## src/rtl/board_row_clear_ctrl.sv

```systemverilog
// Line-clear sequencer for one player's board RAM: scans rows bottom-up, drops full rows,
// compacts survivors downward, zero-fills the top, and arbitrates the RAM ports.
module board_row_clear_ctrl #(
    parameter int unsigned COLS   = 10,
    parameter int unsigned ROWS   = 20,
    parameter int unsigned ADDR_W = 11,
    parameter int unsigned DATA_W = 32
) (
    input  logic              CLK,
    input  logic              RESET,
    input  logic              START,
    output logic              BUSY,
    output logic              DONE,
    output logic [4:0]        LINES_CLEARED,
    input  logic              CPU_WREN,
    input  logic [ADDR_W-1:0] CPU_ADDR,
    input  logic [DATA_W-1:0] CPU_WDATA,
    input  logic [3:0]        CPU_BYTEEN,
    output logic              CPU_WAIT,
    input  logic [ADDR_W-1:0] DISP_RDADDR,
    output logic [ADDR_W-1:0] RAM_RDADDR,
    input  logic [DATA_W-1:0] RAM_Q,
    output logic [ADDR_W-1:0] RAM_WRADDR,
    output logic [DATA_W-1:0] RAM_WDATA,
    output logic [3:0]        RAM_BYTEEN,
    output logic              RAM_WREN
);

    localparam int unsigned RowW = $clog2(ROWS);
    localparam int unsigned ColW = $clog2(COLS + 1);

    typedef enum logic [2:0] {
        StIdle,
        StRead,
        StEval,
        StWrite,
        StFill,
        StFin
    } state_e;

    state_e              state_q, state_d;
    logic [RowW-1:0]     src_q, src_d;
    logic [RowW-1:0]     dst_q, dst_d;
    logic [ColW-1:0]     col_q, col_d;
    logic [4:0]          cleared_q, cleared_d;
    logic [4:0]          lines_q, lines_d;
    logic [ADDR_W-1:0]   fill_q, fill_d;
    logic [DATA_W-1:0]   buf_q [COLS];
    logic [DATA_W-1:0]   buf_d [COLS];

    logic                row_full;
    logic                leave_row;
    logic [ADDR_W-1:0]   src_base;
    logic [ADDR_W-1:0]   dst_base;
    logic [ADDR_W-1:0]   fill_end;
    logic [DATA_W-1:0]   buf_sel;

    assign src_base = ADDR_W'(src_q) * ADDR_W'(COLS);
    assign dst_base = ADDR_W'(dst_q) * ADDR_W'(COLS);
    assign fill_end = ADDR_W'(cleared_q) * ADDR_W'(COLS);

    always_comb begin
        row_full = 1'b1;
        for (int c = 0; c < COLS; c++) begin
            if (buf_q[c][3:0] == 4'h0) begin
                row_full = 1'b0;
            end
        end
    end

    always_comb begin
        buf_sel = '0;
        for (int c = 0; c < COLS; c++) begin
            if (col_q == ColW'(c)) begin
                buf_sel = buf_q[c];
            end
        end
    end

    always_comb begin
        state_d   = state_q;
        src_d     = src_q;
        dst_d     = dst_q;
        col_d     = col_q;
        cleared_d = cleared_q;
        lines_d   = lines_q;
        fill_d    = fill_q;
        buf_d     = buf_q;
        leave_row = 1'b0;

        unique case (state_q)
            StIdle: begin
                if (START) begin
                    src_d     = RowW'(ROWS - 1);
                    dst_d     = RowW'(ROWS - 1);
                    col_d     = '0;
                    cleared_d = '0;
                    lines_d   = '0;
                    state_d   = StRead;
                end
            end
            StRead: begin
                // RAM_Q carries the cell addressed one cycle earlier
                for (int c = 0; c < COLS; c++) begin
                    if (col_q == ColW'(c + 1)) begin
                        buf_d[c] = RAM_Q;
                    end
                end
                if (col_q == ColW'(COLS)) begin
                    col_d   = '0;
                    state_d = StEval;
                end else begin
                    col_d = col_q + ColW'(1);
                end
            end
            StEval: begin
                if (row_full) begin
                    cleared_d = cleared_q + 5'd1;
                    leave_row = 1'b1;
                end else if (dst_q == src_q) begin
                    dst_d     = dst_q - RowW'(1);
                    leave_row = 1'b1;
                end else begin
                    col_d   = '0;
                    state_d = StWrite;
                end
            end
            StWrite: begin
                if (col_q == ColW'(COLS - 1)) begin
                    dst_d     = dst_q - RowW'(1);
                    leave_row = 1'b1;
                end else begin
                    col_d = col_q + ColW'(1);
                end
            end
            StFill: begin
                if (fill_q == fill_end - ADDR_W'(1)) begin
                    state_d = StFin;
                end else begin
                    fill_d = fill_q + ADDR_W'(1);
                end
            end
            StFin: begin
                lines_d = cleared_q;
                state_d = StIdle;
            end
            default: state_d = StIdle;
        endcase

        // Row finished: either step up to the next source row or start the top fill
        if (leave_row) begin
            col_d = '0;
            if (src_q == '0) begin
                fill_d  = '0;
                state_d = (cleared_d == 5'd0) ? StFin : StFill;
            end else begin
                src_d   = src_q - RowW'(1);
                state_d = StRead;
            end
        end
    end

    always_ff @(posedge CLK or negedge RESET) begin
        if (!RESET) begin
            state_q   <= StIdle;
            src_q     <= '0;
            dst_q     <= '0;
            col_q     <= '0;
            cleared_q <= '0;
            lines_q   <= '0;
            fill_q    <= '0;
            for (int c = 0; c < COLS; c++) begin
                buf_q[c] <= '0;
            end
        end else begin
            state_q   <= state_d;
            src_q     <= src_d;
            dst_q     <= dst_d;
            col_q     <= col_d;
            cleared_q <= cleared_d;
            lines_q   <= lines_d;
            fill_q    <= fill_d;
            buf_q     <= buf_d;
        end
    end

    assign BUSY          = (state_q != StIdle);
    assign DONE          = (state_q == StFin);
    assign LINES_CLEARED = DONE ? cleared_q : lines_q;
    assign CPU_WAIT      = BUSY & CPU_WREN;

    // Port muxes decode the registered state only, so reset frees the RAM immediately
    always_comb begin
        RAM_RDADDR = src_base + ADDR_W'(col_q);
        RAM_WREN   = 1'b0;
        RAM_WRADDR = '0;
        RAM_WDATA  = '0;
        RAM_BYTEEN = 4'b0000;

        unique case (state_q)
            StIdle: begin
                RAM_RDADDR = DISP_RDADDR;
                RAM_WREN   = CPU_WREN;
                RAM_WRADDR = CPU_ADDR;
                RAM_WDATA  = CPU_WDATA;
                RAM_BYTEEN = CPU_BYTEEN;
            end
            StWrite: begin
                RAM_WREN   = 1'b1;
                RAM_WRADDR = dst_base + ADDR_W'(col_q);
                RAM_WDATA  = buf_sel;
                RAM_BYTEEN = 4'b1111;
            end
            StFill: begin
                RAM_WREN   = 1'b1;
                RAM_WRADDR = fill_q;
                RAM_WDATA  = '0;
                RAM_BYTEEN = 4'b1111;
            end
            default: ;
        endcase
    end

endmodule

```

## config.mk

```make
export PLATFORM = sky130hd
export DESIGN_NAME = board_row_clear_ctrl
export DESIGN_NICKNAME = d
export VERILOG_FILES = /design/src/rtl/board_row_clear_ctrl.sv
export SDC_FILE = /design/constraint.sdc
export NUM_CORES = 1
export LEC_CHECK = 0
export CAP_MARGIN = 10
export CORE_UTILIZATION = 55
export CTS_CLUSTER_SIZE = 14
export DETAILED_ROUTE_END_ITERATION = 6
export GPL_ROUTABILITY_DRIVEN = 0
export GPL_TIMING_DRIVEN = 1
export PLACE_DENSITY = 0.77
export SYNTH_ARGS = -nofsm -noshare
export SYNTH_HDL_FRONTEND = slang
export SYNTH_SLANG_ARGS = --single-unit
```

## constraint.sdc

```tcl
create_clock -name CLK -period 8.9 [get_ports CLK]
set_clock_uncertainty 0.05 [all_clocks]
set_input_delay 1.335 -clock CLK [delete_from_list [all_inputs] [get_ports CLK]]
set_output_delay 1.335 -clock CLK [all_outputs]
set_load 0.05 [all_outputs]
```

==> flow_summary.yaml <==
status:
  status: "completed"
global_route:
  grt_max_degree: 165
  top_usage_layer: "met2"
  use_met2_pct: 48.2
  met3_usage_pct: 3.99
  grt_pass1_vias: 13500
  track_usage_pct: 28.5
  grt_antenna_before_repair: 1
  grt_pass1_wl_um: 74900
  grt.overflow.total: 0
  met1_usage_pct: 38.5
logic_synthesis:
  ys_ff_latch: 358
  synthesis.area_um2: 17800
  syn-num-nets: 1625
  synth-edff-count: 0
  synth_ff_type: "dfrtp_1"
  synth_cell_type_count: 63
  synth_cells: 1493
  synth_top_area_cell: "dfrtp_1"
  postSynthAreaPerCell_um2: 11.9
  synth-seq-area-share_pct: 50.3
  async_flop_share_pct: 100
  yosys-top-cells-area: "dfrtp_1, mux2_2, a22oi_1"
  ys_warn_count: 0
  synth.top_cell.area_share_pct: 50.3
timing:
  finalCritPeriodShare_pct: 70.8
  setup_tns_ns: 0
  rsz0062_at_grt: "no"
  hold_viol: 0
  slew_viol_final: 0
  setup_slack_ns: 2.60
  fmax_mhz: 159
  relSlewSlack_pct: 19.4
  setup_violations: 0
  worst_slew_pin_slew_ns: 1.21
  fin_crit_ns: 6.30
worst_setup_path:
  cp_num_buf_inv: 2
  max_stage_delay_ns: 0.92
  path_depth: 7
  cp_max_fo: 16
  cp_top_family: "simple AND/OR/NAND/NOR gates"
  start_kind: "flip-flop"
  path_cells: "and2_1, nand2b_1, a21oi_1, nand3_1, buf_4, o221ai_1, clkdlybuf4s50_1"
  cpMaxStageDelayCell: "nand3_1"
  r2r_cells: 8
  crit_type: "reg -> out"
  cp.required_ns: 7.52
  cp.arrival_ns: 4.92
  worst_setup_path_end_kind: "output pin"
drt:
  firstDrtPassIters: 5
  first_iter_violations: 1029
  ant_nets: 0
  wl_per_cell_um: 23.1
  routed-via-count: 13100
  drc_errors: 0
  vias_per_cell: 6.52
  routed_wl_um: 46300
cts:
  clock_path_buffers: 3
  clkTransAtPathRegs_ns: 0.06
  postCtsSetupBuffers: 0
  clock_latency_ns: 0.53
  numCtsBuffers: 38
  cts_hold_buf: 0
  cts_resized: 0
  h-tree-depth: 2
  clock_sinks: 358
  cts_root_buffer: "clkbuf_16"
  cts_tree: "yes"
die:
  start_util_pct: 56.2
  dieWidth_um: 182
  placementRows: 65
  die_h_um: 182
  boundaryPins: 161
  core-area_um2: 31700
  die-area_um2: 33100
final_layout:
  layout.area.seq_um2: 8960
  fillers: 2369
  multi_input_area_um2: 8290
  drive_gt1_share_pct: 26.3
  area_growth_syn_to_layout_pct: 17.2
  final_nets: 1711
power_and_ir_drop:
  power_mw: 7.80
  vdd_drop_max_uv: 197
  power_density_nw_per_um2: 374
  power.leakage_nw: 8.82
placement:
  port_buffers: 160
  place_ws_ns: 3.31
  dp.final_hpwl_um: 28700
min_path:
  hold_class: "reg -> reg"
  hold_depth: 1
flow_run:
  max_cap_viol_count: 0
## cells by family after synthesis
logic type / Yosys count / synth area share, %
AOI/OAI and AO/OA: 349 / 14.5
and+or+nand+nor: 231 / 6.73
xor gates and xnor gates: 29 / 1.47
adders and majority gates: 38 / 2.88
buffers and inverters: 161 / 3.53
DFF: 358 / 50.3
muxes: 327 / 20.6
## registers in the layout, indices dropped and copies added (netlist names)
signal / count
cleared_q: 5
fill_q: 11
lines_q: 5
dst_q: 5
col_q: 4
src_q: 5
buf_q: 320
state_q: 3
## path summary, 6_finish.rpt
check | start | end | slack, ns
max in group asynchronous | RESET | col_q[2] | 6.43
min | buf_q[158] | buf_q[158] | 0.45
min in group asynchronous | RESET | buf_q[166] | 0.83
max | state_q[1] | RAM_WDATA[16] | 2.60
min reg2reg | buf_q[158] | buf_q[158] | 0.45
max reg2reg | state_q[2] | state_q[0] | 4.71
## cells in the final DEF, fill, tap and decap left out, types with 33 or more instances in the layout
| cell | count |
|---|---|
| dfrtp_1 | 358 |
| a22oi_1 | 71 |
| clkdlybuf4s50_1 | 159 |
| nand3_1 | 50 |
| mux2_2 | 323 |
| clkbuf_16 | 39 |
| nand2_1 | 57 |
| o211ai_1 | 44 |
| o21ai_0 | 76 |
| ha_1 | 33 |
## per-stage QoR
step / area (um^2) / hold WS, ns / utilization (%) / instances
after global routing: 20900 / 0.462 / 65.8 / 2008
after CTS: 20900 / 0.453 / 65.8 / 2008
after floorplan: 17800 / 0.425 / - / 1493
after global placement: 19600 / 0.433 / 61.9 / 1941
after detailed placement: 19600 / 0.440 / 61.9 / 1941
final: 20900 / 0.450 / 65.8 / 2009
## per-layer routing
metal	vias to the layer above	part of all wire [%]
li1	5841	-
met1	6761	43
met2	425	49
met3	77	5.3
met4	0	2.3
met5	-	0
## power by group
group	internal [mW]	switching (mW)
Clock	0.965	0.643
Sequential	2.35	0.437
Combinational	1.51	1.89
## cell usage after synthesis (2+ instances only)
cell      count
o22ai_1       2
a31oi_1       5
buf_1        48
or4_1         7
o221ai_1     32
a221o_1      32
nand3_1      50
o21ai_0      76
and3_1        7
or2_2         2
ha_1         33
a22o_1        3
a22oi_1      71
xor2_1       16
nand4_1       6
buf_2         7
a211o_1       2
or3_1         5
fa_1          5
o31ai_1      12
clkbuf_1     77
and2_1       17
nand2b_1      2
mux2i_1       4
nor2_1       31
dfrtp_1     358
inv_1        25
nor3_1        8
nand2_1      59
nor2b_1       7
o211ai_1     44
nor3_2        2
nor3b_1       2
a21o_1        6
mux2_2      323
xnor2_1      12
a21oi_1      23
nand3b_1      2
nor4_1       15
a222oi_1     32
## cell type report
type / instances / share of cell area [%]
multi-input cells: 974 / 39.7
diodes: 1 / 0.0120
flip-flops and latches: 358 / 42.9
repair buffers: 180 / 8.47
well taps: 402 / 2.41
inverters: 27 / 0.485
clock inverters: 8 / 0.641
clock buffers: 59 / 5.42
No activity file was read; power rests on OpenSTA's default activity.
